==> src/rtl/k16_mem_pkg.sv <==
// Shared constants and FSM state encoding for the K16 memory arbiter.
package k16_mem_pkg;

    localparam int unsigned K16_ADDR_W = 16;
    localparam int unsigned K16_DATA_W = 16;

    // Arbiter state encoding, kept as plain constants for legacy tools.
    typedef logic [1:0] arb_state_t;

    localparam arb_state_t ARB_CPU       = 2'd0;
    localparam arb_state_t ARB_HOLD_WAIT = 2'd1;
    localparam arb_state_t ARB_VIDEO     = 2'd2;
    localparam arb_state_t ARB_TAIL      = 2'd3;

endpackage

==> src/rtl/k16_mem_arbiter.sv <==
// K16 RAM arbiter: shares one synchronous single-port RAM between the CPU bus and the video
// line fetcher. Video has priority; the CPU is stalled via cpu_hold once it leaves its bus cycle.
// Optional build macro K16_ARB_FAIRNESS_EN caps video bursts at MAX_BURST words and then
// guarantees the CPU CPU_SLOT cycles before video may re-arbitrate.
module k16_mem_arbiter
    import k16_mem_pkg::*;
#(
    parameter int unsigned ADDR_W    = K16_ADDR_W,
    parameter int unsigned DATA_W    = K16_DATA_W,
    parameter int unsigned MAX_BURST = 8,
    parameter int unsigned CPU_SLOT  = 2
) (
    input  logic              clk,
    input  logic              reset,
    input  logic [ADDR_W-1:0] cpu_addr,
    input  logic [DATA_W-1:0] cpu_wdata,
    input  logic              cpu_write,
    input  logic              cpu_busy,
    output logic              cpu_hold,
    output logic [DATA_W-1:0] cpu_rdata,
    input  logic              vid_req,
    input  logic [ADDR_W-1:0] vid_addr,
    output logic              vid_ack,
    output logic              vid_rvalid,
    output logic [DATA_W-1:0] vid_rdata,
    output logic [ADDR_W-1:0] mem_addr,
    output logic [DATA_W-1:0] mem_wdata,
    output logic              mem_we,
    input  logic [DATA_W-1:0] mem_rdata
);

    arb_state_t state_q, state_d;
    logic       rvalid_q;
    logic       slot_busy;   // CPU slot still running; video requests ignored
    logic       burst_done;  // this ack is the last one allowed in the burst

`ifdef K16_ARB_FAIRNESS_EN
    localparam int unsigned BURST_W = (MAX_BURST > 1) ? $clog2(MAX_BURST) : 1;
    localparam int unsigned SLOT_W  = (CPU_SLOT > 1) ? $clog2(CPU_SLOT) : 1;
    localparam logic [BURST_W-1:0] BURST_LAST = BURST_W'(MAX_BURST - 1);
    // The final slot cycle is also the arbitration cycle, hence CPU_SLOT - 1.
    localparam logic [SLOT_W-1:0]  SLOT_LOAD  = (CPU_SLOT > 0) ? SLOT_W'(CPU_SLOT - 1) : '0;

    logic [BURST_W-1:0] burst_q, burst_d;
    logic [SLOT_W-1:0]  slot_q, slot_d;

    assign slot_busy  = (slot_q != '0);
    assign burst_done = vid_ack && (burst_q == BURST_LAST);

    // Burst counter clears in TAIL; slot counter loads in TAIL and drains in CPU.
    always_comb begin
        burst_d = burst_q;
        slot_d  = slot_q;
        if (state_q == ARB_TAIL) begin
            burst_d = '0;
            slot_d  = SLOT_LOAD;
        end else begin
            if (vid_ack) begin
                burst_d = burst_q + 1'b1;
            end
            if (state_q == ARB_CPU && slot_busy) begin
                slot_d = slot_q - 1'b1;
            end
        end
    end

    // Fairness counter registers.
    always_ff @(posedge clk) begin
        if (reset) begin
            burst_q <= '0;
            slot_q  <= '0;
        end else begin
            burst_q <= burst_d;
            slot_q  <= slot_d;
        end
    end
`else
    logic unused_cfg;
    assign unused_cfg = ^{MAX_BURST[0], CPU_SLOT[0]};
    assign slot_busy  = 1'b0;
    assign burst_done = 1'b0;
`endif

    // Next-state logic; a dropped request in HOLD_WAIT takes precedence over cpu_busy.
    always_comb begin
        state_d = state_q;
        case (state_q)
            ARB_CPU: begin
                if (vid_req && !slot_busy) state_d = ARB_HOLD_WAIT;
            end
            ARB_HOLD_WAIT: begin
                if (!vid_req)       state_d = ARB_CPU;
                else if (!cpu_busy) state_d = ARB_VIDEO;
            end
            ARB_VIDEO: begin
                if (!vid_req || burst_done) state_d = ARB_TAIL;
            end
            default: state_d = ARB_CPU;
        endcase
    end

    // State and read-valid registers; reset drops any outstanding video word.
    always_ff @(posedge clk) begin
        if (reset) begin
            state_q  <= ARB_CPU;
            rvalid_q <= 1'b0;
        end else begin
            state_q  <= state_d;
            rvalid_q <= vid_ack;
        end
    end

    // RAM address/write mux and handshake outputs.
    always_comb begin
        mem_addr = (state_q == ARB_VIDEO) ? vid_addr : cpu_addr;
        // The CPU keeps the bus through HOLD_WAIT so an in-flight write completes.
        mem_we   = cpu_write && (state_q == ARB_CPU || state_q == ARB_HOLD_WAIT);
        cpu_hold = (state_q != ARB_CPU);
        vid_ack  = (state_q == ARB_VIDEO) && vid_req && !reset;
    end

    assign mem_wdata  = cpu_wdata;
    assign cpu_rdata  = mem_rdata;
    assign vid_rdata  = mem_rdata;
    assign vid_rvalid = rvalid_q;

endmodule

==> config.mk <==
export PLATFORM = sky130hd
export DESIGN_NAME = k16_mem_arbiter
export DESIGN_NICKNAME = d
export VERILOG_FILES = /design/src/rtl/k16_mem_pkg.sv /design/src/rtl/k16_mem_arbiter.sv
export SDC_FILE = /design/constraint.sdc
export NUM_CORES = 1
export LEC_CHECK = 0
export CAP_MARGIN = 10
export CORE_AREA = 3 3 68 70
export CTS_BUF_LIST = sky130_fd_sc_hd__clkbuf_2
export DETAILED_ROUTE_END_ITERATION = 8
export DIE_AREA = 0 0 71 73
export HOLD_SLACK_MARGIN = 0.12
export PLACE_DENSITY = 0.76
export SYNTH_ARGS = -nofsm -noshare
export SYNTH_HDL_FRONTEND = slang
export SYNTH_SLANG_ARGS = --single-unit
==> constraint.sdc <==
create_clock -name clk -period 1.05 [get_ports clk]
set_input_delay 0.105 -clock clk [delete_from_list [all_inputs] [get_ports clk]]
set_output_delay 0.105 -clock clk [all_outputs]
set_load 0.02 [all_outputs]
== Word-level counts from Yosys, hierarchy flattened ==
Index checks and enable logic that the tools add are counted.

* Register bits after elaboration: 3
* Bits of input ports: 69
* Output and inout bits: 68

* Equality and inequality tests: 5
* Multiplexer cells: 6
* Reductions and logical operators: 8

{| class="wikitable"
|+ Operators with widths
! kind !! number
|-
| 16-bit 2-to-1 mux || 1
|-
| 2-bit 2-to-1 mux || 4
|-
| 2-bit one-hot mux with 3 select lines || 1
|-
| 2-bit != test (second input constant) || 2
|-
| 1-bit logical AND || 3
|-
| 3-bit != test (second input constant) || 1
|-
| 3-bit AND reduction || 1
|-
| 2-bit by 1-bit == test with 1-bit output (second input constant) || 1
|-
| 2-bit == test (second input constant) || 1
|-
| 2-bit logical NOT || 1
|-
| 2-bit nonzero test || 1
|-
| 1-bit logical NOT || 1
|-
| 1-bit logical OR || 1
|}

== Logic depth before layout (Yosys ltp) ==
Gate-level depths: netlist of run 1.

* Depth after elaboration: 3
* Mapped depth: 4

== Worst setup path before layout of run 1 ==
Ideal clock, no wire load.

* Path kind: reg2out
* From: reg state_q[1]
* To: out vid_ack
* Data arrival time: 1.175 ns
* Data required time: 0.945 ns
* Setup slack: -0.230 ns
* Stages on the path, launching flop included: 4
* Path buffers: 1
* Cells stage by stage: dfxtp_1 nor2b_4 buf_6 nor3b_1

* Cells in the longest elaborated chain, start to end: 3

{| class="wikitable"
|+ Ends and longest elaborated chain
! item !! RTL line !! text
|-
| from (decl) || k16_mem_arbiter.sv:32 || <nowiki>arb_state_t state_q, state_d;</nowiki>
|-
| from (signal assigned) || k16_mem_arbiter.sv:108 || <nowiki>state_q <= state_d;</nowiki>
|-
| 2-bit == test || k16_mem_arbiter.sv:119 || <nowiki>vid_ack = (state_q == ARB_VIDEO) && vid_req && !reset;</nowiki>
|-
| 1-bit logical AND (2 in a row) || k16_mem_arbiter.sv:119 ||
|-
| to (decl) || k16_mem_arbiter.sv:23 || <nowiki>output logic vid_ack,</nowiki>
|}

No other way between the ends.

== Worst setup path in the final report of run 1 ==
* From: reg state_q[1]
* To: out mem_addr[1]

* Cells in the longest elaborated chain, start to end: 2

{| class="wikitable"
|+ Ends and longest elaborated chain
! item !! RTL line !! text
|-
| 2-bit == test || k16_mem_arbiter.sv:115 || <nowiki>mem_addr = (state_q == ARB_VIDEO) ? vid_addr : cpu_addr;</nowiki>
|-
| 16-bit 2-to-1 mux || k16_mem_arbiter.sv:115 ||
|-
| to (decl) || k16_mem_arbiter.sv:26 || <nowiki>output logic [ADDR_W-1:0] mem_addr,</nowiki>
|}

No other way between the ends.

==> impl_metrics.tcl, run 1 <==
set metrics [dict create \
    grt_setup_unrepaired "true" \
    grtUsageMet3 0.0441 \
    synth.largest_area_cell "buf_4" \
    syn_inst 83 \
    grt_start_max_net_pins 9 \
    power.total_mw 0.729 \
    period_minus_slack_ns 1.47 \
    clock_skew_ns 0.00597 \
    path_cells "nor2b_4 -> buf_6 -> buf_12 -> mux2_4 -> buf_6" \
    grt_pass1_wl_um 2890 \
    ys_ff_latch 3 \
    synth_cell_type_count 14 \
    clock_latency_ns 0.21 \
    yosysTopAreaCellShare 0.469 \
    cts_buffer_depth 2 \
    cts_buffers 3 \
    vias 567 \
    area_growth_pct 53.9 \
    critPathArrivalTime_ns 1.36 \
    first_pass_iters 2 \
    wl_per_cell_um 13.1 \
    cp-end-kind "primary output" \
    rows 23 \
    grt.overflow.total 0 \
    syn_area_um2 768 \
    clock.fmax_mhz 682 \
    layout.area.seq_um2 62.6 \
    worst_setup_path_start_kind "flip-flop" \
    slew-limit-headroom 0.854 \
    detailed_place_hpwl_um 1540 \
    avgSynthCellArea_um2 9.26 \
    drt_iter0_drc 4 \
    setup_viol 21 \
    layout.cells.non_filler 153 \
    ant_nets 0 \
    utilization 0.293 \
    period_share 1.40 \
    fin_nets 173 \
    path_max_fanout 8 \
    p_per_area_nw_per_um2 617 \
    drv_cap 0 \
    drcViolationCount 0 \
    min_path_type "input pin to primary output" \
    crit_slowest_cell "dfxtp_2" \
    postLayoutSetupSlackWorst_ns -0.416 \
    worstSetupPathType "flip-flop to primary output" \
    fin_area_um2 1180 \
    crit_family "buffers and inverters" \
    run_status "finished, violations left" \
    violations "setup timing" \
    yosys-top-cells-area "buf_4 (47%), mux2_4 (31%), dfxtp_1 (7.8%), buf_6 (2.9%), and2b_1 (2.0%)" \
    hold_violations 0 \
    critPathBufInv 3 \
    multi_input_area_um2 328 \
    yosys_warnings 0 \
    maxSlewViolCount 0 \
    antenna_found_initial 0 \
    placed_area_um2 1070 \
    io_pins 137 \
    met2_usage 0.110 \
    clock_sinks 3 \
    grt_usage 0.0729 \
    first_global_vias 601 \
    die-area_um2 5180 \
    cts_root_buf "clkbuf_2" \
    grtUsageMet1 0.0769 \
    place.gp.congestion 0.674 \
    die_w_um 71 \
    synth_edf_count 0 \
    crit_top_cell "buf_6" \
    coreArea_um2 4030 \
    async_reset_ff_frac 0 \
    leakagePower_nw 0.520 \
    drive_gt1_frac 0.524 \
    drt-vias-per-instance 3.71 \
    start_util 0.191 \
    drt_wl_total_um 2000 \
    antenna_cells 0 \
    grt-busiest-layer "met2" \
    nFillCells 427 \
    die_h_um 73 \
    cts_tree "built" \
    htreeDepth 1 \
    cp_slowest_stage_delay_ns 0.32 \
    yosysMostFrequentCell "buf_4" \
    dp.cells 144 \
    vdd_ir_drop_max_mv 0.201 \
    syn_nets 152 \
    synth.cells.most_frequent "buf_4 (48), mux2_4 (16), dfxtp_1 (3), inv_1 (3)" \
    worst_slew_pin_slew_ns 0.219 \
    io_buffers 56 \
    cts.clk_slew.worst_paths_ns 0.04 \
    required_ns 0.94 \
    yosysSeqAreaShare 0.0782 \
    synth_ff_type "dfxtp_1" \
]
-- final cells by class --
class | instances | area share
Timing Repair Buffer | 66 | 0.590
Multi-Input combinational cell | 27 | 0.277
Sequential cell | 3 | 0.0529
Tap cell | 50 | 0.0529
Clock buffer | 4 | 0.0169
Inverter | 3 | 0.00952
-- registers in the layout (all words and copies together) (netlist names) --
register	flops
state_q	2
vid_rvalid	1
-- cell usage in the layout (no fill, tap or decap) --
master and count:
a21oi_1 1, a31oi_1 1, and2b_1 2, buf_12 2, buf_4 4, buf_6 23
clkbuf_2 4, clkdlybuf4s50_1 36, dfxtp_1 1, dfxtp_2 2, dlygate4sd2_1 1, inv_1 3
mux2_4 16, nand2_1 1, nor2_1 1, nor2b_4 1, nor3b_1 1, nor3b_4 1
o21ai_1 1, or2_4 1
-- through the flow --
stage | setup WS (ns) | hold WS, ns | setup TNS (ns)
after CTS | -0.461 | 0.210 | -7.81
after global placement | -0.550 | 0.210 | -9.85
final | -0.416 | 0.210 | -7.19
after detailed placement | -0.580 | 0.210 | -10.29
after floorplan | -0.0209 | 0.170 | -0.317
after global routing | -0.477 | 0.210 | -8.42
-- per-layer routing --
metal / up-vias / share of wire
met5: - / 0
met4: 0 / 0.027
met3: 14 / 0.17
met2: 55 / 0.47
met1: 239 / 0.33
li1: 259 / -
-- what timing repair did --
action,4_1_cts,5_1_grt
gates resized for setup,121,3
setup endpoints to repair,20,22
pin swaps,1,2
hold buffers,0,0
setup buffers,5,2
cloned,1,0
-- kinds of logic (layout without fill, tap and decap cells) --
kind of cell    Yosys count  count (layout)  synth area share
flops                     3               3            0.0782
compound gates            3               3            0.0212
buf+inv                  53              73             0.513
simple gates              8               8            0.0749
mux                      16              16             0.313
-- worst register-to-register path, delay by kind of cell, from the launching register on --
family,cells,cell delay (ns)
and+or+nand+nor,1,0.19
buffers and inverters,3,0.36
DFF,1,0.31
AOI/OAI and AO/OA,2,0.20
-- path summary, 6_finish.rpt --
check / start / to / slack, ns / depth (start not counted)
worst max-delay path: state_q[1]$_SDFFE_PP0P_ / mem_addr[1] / -0.42 / 5
worst max register to register: state_q[1]$_SDFFE_PP0P_ / state_q[0]$_SDFFE_PP0P_ / -0.09 / 6
worst min-delay path: cpu_wdata[11] / mem_wdata[11] / 0.21 / 0
worst min register to register: state_q[0]$_SDFFE_PP0P_ / state_q[1]$_SDFFE_PP0P_ / 0.63 / 3
-- power by group --
group	internal, mW	total (mW)	switching (mW)
logic	0.293	0.438	0.145
clock network	0.101	0.169	0.0683
registers	0.119	0.123	0.00356
total	0.513	0.729	0.217
(Power assumes the default switching activity.)
==> inputs of run 2 (changes only) <==
--- a/config.mk
+++ b/config.mk
@@ -12,6 +12,7 @@
 export DIE_AREA = 0 0 71 73
 export HOLD_SLACK_MARGIN = 0.12
 export PLACE_DENSITY = 0.76
+export SETUP_SLACK_MARGIN = 0.5
 export SYNTH_ARGS = -nofsm -noshare
 export SYNTH_HDL_FRONTEND = slang
 export SYNTH_SLANG_ARGS = --single-unit
==> impl_metrics.tcl, run 2 (same netlist as run 1, synthesis figures left out) <==
set metrics [dict create \
    mostFrequentLayoutCells "clkdlybuf4s50_1 (36), buf_6 (25), mux2_4 (16), buf_4 (6), clkbuf_2 (4)" \
    top_register "state_q" \
    cts_tree "built" \
    rows 23 \
    leakagePower_nw 0.544 \
    min_path_type "input pin to primary output" \
    period_minus_slack_ns 1.48 \
    required_ns 0.94 \
    die_h_um 73 \
    slew-limit-headroom 0.898 \
    p_per_area_nw_per_um2 592 \
    first_global_vias 587 \
    clock_latency_ns 0.20 \
    grt_start_max_net_pins 7 \
    die-area_um2 5180 \
    grt_pass1_wl_um 2720 \
    path_max_fanout 6 \
    postLayoutSetupSlackWorst_ns -0.431 \
    placed_area_um2 1090 \
    largest_reg_flops 2 \
    wl_per_cell_um 11.8 \
    antenna_found_initial 0 \
    vdd_ir_drop_max_mv 0.115 \
    ant_nets 0 \
    drt_iter0_drc 6 \
    coreArea_um2 4030 \
    cp-end-kind "primary output" \
    cts_buffers 3 \
    drv_cap 0 \
    period_share 1.41 \
    maxSlewViolCount 0 \
    layout.area.seq_um2 63.8 \
    violations "setup timing" \
    crit_path_start "state_q[1]$_SDFFE_PP0P_" \
    rr_startpoint "state_q[1]$_SDFFE_PP0P_" \
    area_growth_pct 60.4 \
    critPathCapture "mem_addr[0]" \
    fin_area_um2 1230 \
    antenna_cells 0 \
    place_ws_ns -0.567 \
    layout.cells.non_filler 156 \
    clock_sinks 3 \
    layout_commonest_cell "clkdlybuf4s50_1" \
    clock_skew_ns 0.000131 \
    cts_buffer_depth 2 \
    run_status "finished, violations left" \
    ff2ff_path_depth 7 \
    clock.fmax_mhz 675 \
    wl_met2_um 837 \
    route.met3.wl_um 338 \
    die_w_um 71 \
    io_pins 137 \
    hold_violations 0 \
    grt.overflow.total 0 \
    r2r_slack_ns -0.17 \
    nFillCells 412 \
    io_buffers 56 \
    setup_viol 22 \
    worst_slew_pin_slew_ns 0.152 \
    cts_root_buf "clkbuf_2" \
    worst_setup_path_start_kind "flip-flop" \
    dp.cells 145 \
    dr.max_layer_used "met4" \
    r2r-end "state_q[1]$_SDFFE_PP0P_" \
    worstSetupPathType "flip-flop to primary output" \
    grt_usage 0.0661 \
    first_pass_iters 2 \
    grt_setup_unrepaired "true" \
    multi_input_area_um2 340 \
    drive_gt1_frac 0.575 \
    place.gp.congestion 0.653 \
    drcViolationCount 0 \
    htreeDepth 1 \
    fin_nets 176 \
    vias 579 \
    start_util 0.191 \
    cts-hold-fix-buffers 0 \
    drt-met1-wl_um 633 \
    drt_wl_total_um 1840 \
    drt-vias-per-instance 3.71 \
    cts.clk_slew.worst_paths_ns 0.04 \
    critPathArrivalTime_ns 1.38 \
]
==> run 2: through the flow <==
stage                     hold slack (ns)  total power, mW   util  TNS (ns)
final                               0.210            0.730  0.306     -6.91
after global routing                0.210            0.769  0.306     -7.92
after CTS                           0.210            0.741  0.302     -7.07
after detailed placement            0.210            0.531  0.270     -9.84
after global placement              0.210            0.526  0.270     -9.67
after floorplan                     0.167            0.554      -    -0.315
==> run 2: worst min-delay path by stage <==
stage                     slack, ns  depth (start not counted)                       to          start
after detailed placement       0.21                          0             mem_wdata[8]   cpu_wdata[8]
after floorplan                0.17                          1  state_q[0]$_SDFFE_PP0P_          reset
after global routing           0.21                          0            mem_wdata[11]  cpu_wdata[11]
final                          0.21                          0            mem_wdata[11]  cpu_wdata[11]
after CTS                      0.21                          0             mem_wdata[8]   cpu_wdata[8]
after global placement         0.21                          0             mem_wdata[8]   cpu_wdata[8]
==> run 2: per-layer routing <==
metal | track usage | vias up
met5 | 0 | -
met2 | 0.0968 | 57
met3 | 0.0441 | 14
met1 | 0.0696 | 244
li1 | - | 264
met4 | 0.0418 | 0
==> run 2: final cells by class <==
cell class,count,share of cell area
clock buffers,4,0.0162
repair buffers,69,0.596
inverters,3,0.00914
well taps,50,0.0508
multi-input cells,27,0.276
flip-flops and latches,3,0.0518
==> run 2: timing repair <==
item	in CTS	in global routing
pin swaps	2	0
resized for setup	128	2
cloned	1	0
setup endpoints to repair	23	23
setup buffers	5	1
==> run 2: critical path: stages (launching register included) <==
cell     delay, ns
dfxtp_2       0.31
nor2b_4       0.19
buf_6         0.13
buf_16        0.11
mux2_4        0.30
buf_6         0.13
==> run 2: report_power, final <==
| group | total, mW | internal, mW | switching [mW] |
|---|---|---|---|
| Combinational | 0.449 | 0.303 | 0.146 |
| Sequential | 0.123 | 0.119 | 0.00349 |
| Clock | 0.159 | 0.101 | 0.0580 |
| Total | 0.730 | 0.522 | 0.208 |
==> variant 1: new RTL, flow settings as in run 1 <==
Add a define of `K16_ARB_FAIRNESS_EN`.
--- a/src/rtl/k16_mem_arbiter.sv
+++ b/src/rtl/k16_mem_arbiter.sv
@@ -3,4 +3,6 @@
 // Optional build macro K16_ARB_FAIRNESS_EN caps video bursts at MAX_BURST words and then
 // guarantees the CPU CPU_SLOT cycles before video may re-arbitrate.
+`define K16_ARB_FAIRNESS_EN
+
 module k16_mem_arbiter
     import k16_mem_pkg::*;
Behaviour: not the same (Yosys sat finds a counterexample within 10 cycles, from zero or initial values and one cycle with reset high).
==> variant 1 against run 1 <==
The run still ends with setup timing left. Routed wire length increased by 32%. Sequential cell count grew 4. Clock power rose by 21%. Setup slack worse by 0.0046 ns. Register-to-register slack gained 0.03 ns. Maximum frequency is 0.31% lower. Power up 30%. Final cell count increased by 12%. Global-route usage rose by 1.8 points. First-iteration DRC count grew 100%. Synthesized area is 23% higher. Cell area rose by 17%. Die area is the same. Largest cell class unchanged. Largest power group unchanged. Highest routed layer unchanged.
==> variant 1: results <==
[logic_synthesis]
synth_common_cells = buf_4 (48), mux2_4 (13), dfxtp_1 (7)
ys_types = 21
muxShareOfSynthArea = 0.242
postSynthAreaPerCell_sq_um = 9.17
yosysSeqAreaShare = 0.148
netlist_top_cells_area = buf_4 (38%), mux2_4 (21%), dfxtp_1 (15%), mux2_2 (3.6%), ha_1 (2.6%)
synth_compound_area_frac = 0.0583

[worst_setup_path]
crit_family = flip-flops
r2r_cells = 5
timing.rr.end = burst_q[0]$_SDFFE_PP0P_
regToRegSetupSlack_ns = -0.06

[run_status]
outcome = complete, but fails checks
violations = setup timing

[route]
wl_met3_um = 388
drtIter0Drc = 8
via_count = 712
drt_pass1_iterations = 3

[sta]
finClkSkew_ns = 0.000138
setup_ws_ns = -0.421
max_slew_margin = 0.780
setup_viol = 24
setup_tns_ns = -7.14

[clock_tree]
clkLatencyLatePin_ns = 0.23

[power_and_ir_drop]
p_leak_nw = 0.572
powerComb_mw = 0.467
power_sequential_mw = 0.276
switching_share = 0.288

[final_layout]
clk_share = 0.0145
final_nets = 193
regArea_sq_um = 145
design.seq.count = 7
fin_cells = 171
num-fill-cells = 407
comb.multi_input.count = 42
seq_area_frac = 0.105

[global_routing]
gr-usage-met2 = 0.173
grt_pass1_wl_um = 3640
grt_max_degree = 8
use_met1 = 0.0821

[place]
routabilityCongestion = 0.742
dp_hpwl_um = 2220
[variant 1: cell types whose count changed after synthesis, sizes merged, moves of 2 or more]
cell / change
buf: +2
a32oi: +2
nor2b: +2
nand2: +2
o21ai: +2
nor2: +3
ha: +2
dfxtp: +4
and2b: -2
[variant 1: timing repair]
| action | in CTS | in global routing |
|---|---|---|
| setup endpoints to repair | 26 | 26 |
| hold buffers | 0 | 0 |
| cloned | 1 | 0 |
| setup buffers | 2 | 1 |
| pin swaps | 6 | 1 |
| gates resized for setup | 124 | 8 |
[variant 1: worst min path at each step]
stage	slack, ns	to	cells after the start
2_1_floorplan	0.27	burst_q[0]$_SDFFE_PP0P_	2
3_3_place_gp	0.21	mem_wdata[1]	0
3_5_place_dp	0.21	mem_wdata[1]	0
4_1_cts	0.21	mem_wdata[1]	0
5_1_grt	0.21	mem_wdata[13]	0
6_report	0.21	cpu_rdata[1]	0
==> variant 2: new RTL, flow settings as in run 1 <==
Made on the original files. Set the package constant `K16_ADDR_W` to 18 (it was 16).
--- a/src/rtl/k16_mem_pkg.sv
+++ b/src/rtl/k16_mem_pkg.sv
@@ -2,5 +2,5 @@
 package k16_mem_pkg;
 
-    localparam int unsigned K16_ADDR_W = 16;
+    localparam int unsigned K16_ADDR_W = 18;
     localparam int unsigned K16_DATA_W = 16;
 
Ports: changed (resized cpu_addr, mem_addr and vid_addr); port bits go from 137 to 143. No check against the original RTL was run, so the function may have changed too.
==> variant 2 against run 1 <==
The run still ends with setup timing left. Clock skew shrank 0.0035 ns. Power is 3.6% higher. Routed wire length is 2.7% higher. Sequential power barely moved. Utilization grew 1.7 points. Cell area rose by 5.8%. Sequential cell count stayed put. Combinational power increased by 8.4%. Non-clock buffer count rose by 4. Synthesized area is 4.2% higher. Setup slack better by 0.029 ns.
==> variant 2: results <==
[run_status]
outcome = complete, but fails checks
violations = setup timing

[route]
drtIter0Drc = 8
wl_met1_um = 689
avgRoutedWirePerCell_um = 12.9
drt_pass1_iterations = 4
wl_met3_um = 347
vias_per_cell = 3.84
met2_length_um = 999

[clock_tree]
clkLatencyLatePin_ns = 0.20
cts_resized = 130
cts_setup_buffers = 2

[global_routing]
use_met3 = 0.0482
gr-usage-met2 = 0.130
use_met1 = 0.0688
track_usage = 0.0747
grt_pass1_vias = 613
grt_pass1_wl_um = 2930

[logic_synthesis]
netlist_top_cells_area = buf_4 (45%), mux2_4 (30%), dfxtp_1 (7.5%), buf_8 (3.8%), mux2_2 (2.8%)
synthCells = 85
synthArstFlopShare = 0
ys_types = 15
synth_fp_nets = 158
yosysSeqAreaShare = 0.0750

[power_and_ir_drop]
powerDensity_nw_per_um2 = 604
p_sw_mw = 0.218
clk-power_mw = 0.158
irDropWorstVdd_mv = 0.261
p_leak_nw = 0.544

[final_layout]
layout-drive-gt1-share = 0.550
num-fill-cells = 403
final_nets = 183
largest_reg_flops = 2
fin_cells = 159
n_antenna_cell = 0

[place]
pre_cts_slack_ns = -0.592
dp.cells = 153
dp_hpwl_um = 1640
numPortBuffers = 62
routabilityCongestion = 0.643
placed_area_sq_um = 1160

[sta]
setup_ws_ns = -0.387
setup_tns_ns = -7.15
setup_viol = 21
finClkSkew_ns = 0.00250
worst_pin_slew_ns = 0.207

[worst_setup_path]
critical_path_arrival_ns = 1.33
crit_family = flip-flops
r2r_cells = 5
slowest_stage = dfxtp_2
path_max_fanout = 7

[hold_path]
min_path_cells = 0
-- variant 2: kinds of logic after synthesis --
family | Yosys count | share of synthesized area
buf+inv | 53 | 0.502
mux | 18 | 0.328
simple gates | 8 | 0.0750
compound gates | 3 | 0.0203
flops | 3 | 0.0750
-- variant 2: layout make-up --
type,instances,area [sq um],share of cell area
Timing Repair Buffer,70,729,0.583
Multi-Input combinational cell,29,365,0.292
Inverter,3,11.3,0.00900
Sequential cell,3,62.6,0.0500
Tap cell,50,62.6,0.0500
Clock buffer,4,20.0,0.0160
-- variant 2: path summary, 6_finish.rpt --
kind                                                 to                    start  slack (ns)
worst max-delay path                        mem_addr[3]  state_q[1]$_SDFFE_PP0P_       -0.39
worst min-delay path                      mem_wdata[10]            cpu_wdata[10]        0.21
worst max register to register  state_q[0]$_SDFFE_PP0P_  state_q[1]$_SDFFE_PP0P_        0.02
worst min register to register  state_q[1]$_SDFFE_PP0P_  state_q[0]$_SDFFE_PP0P_        0.64
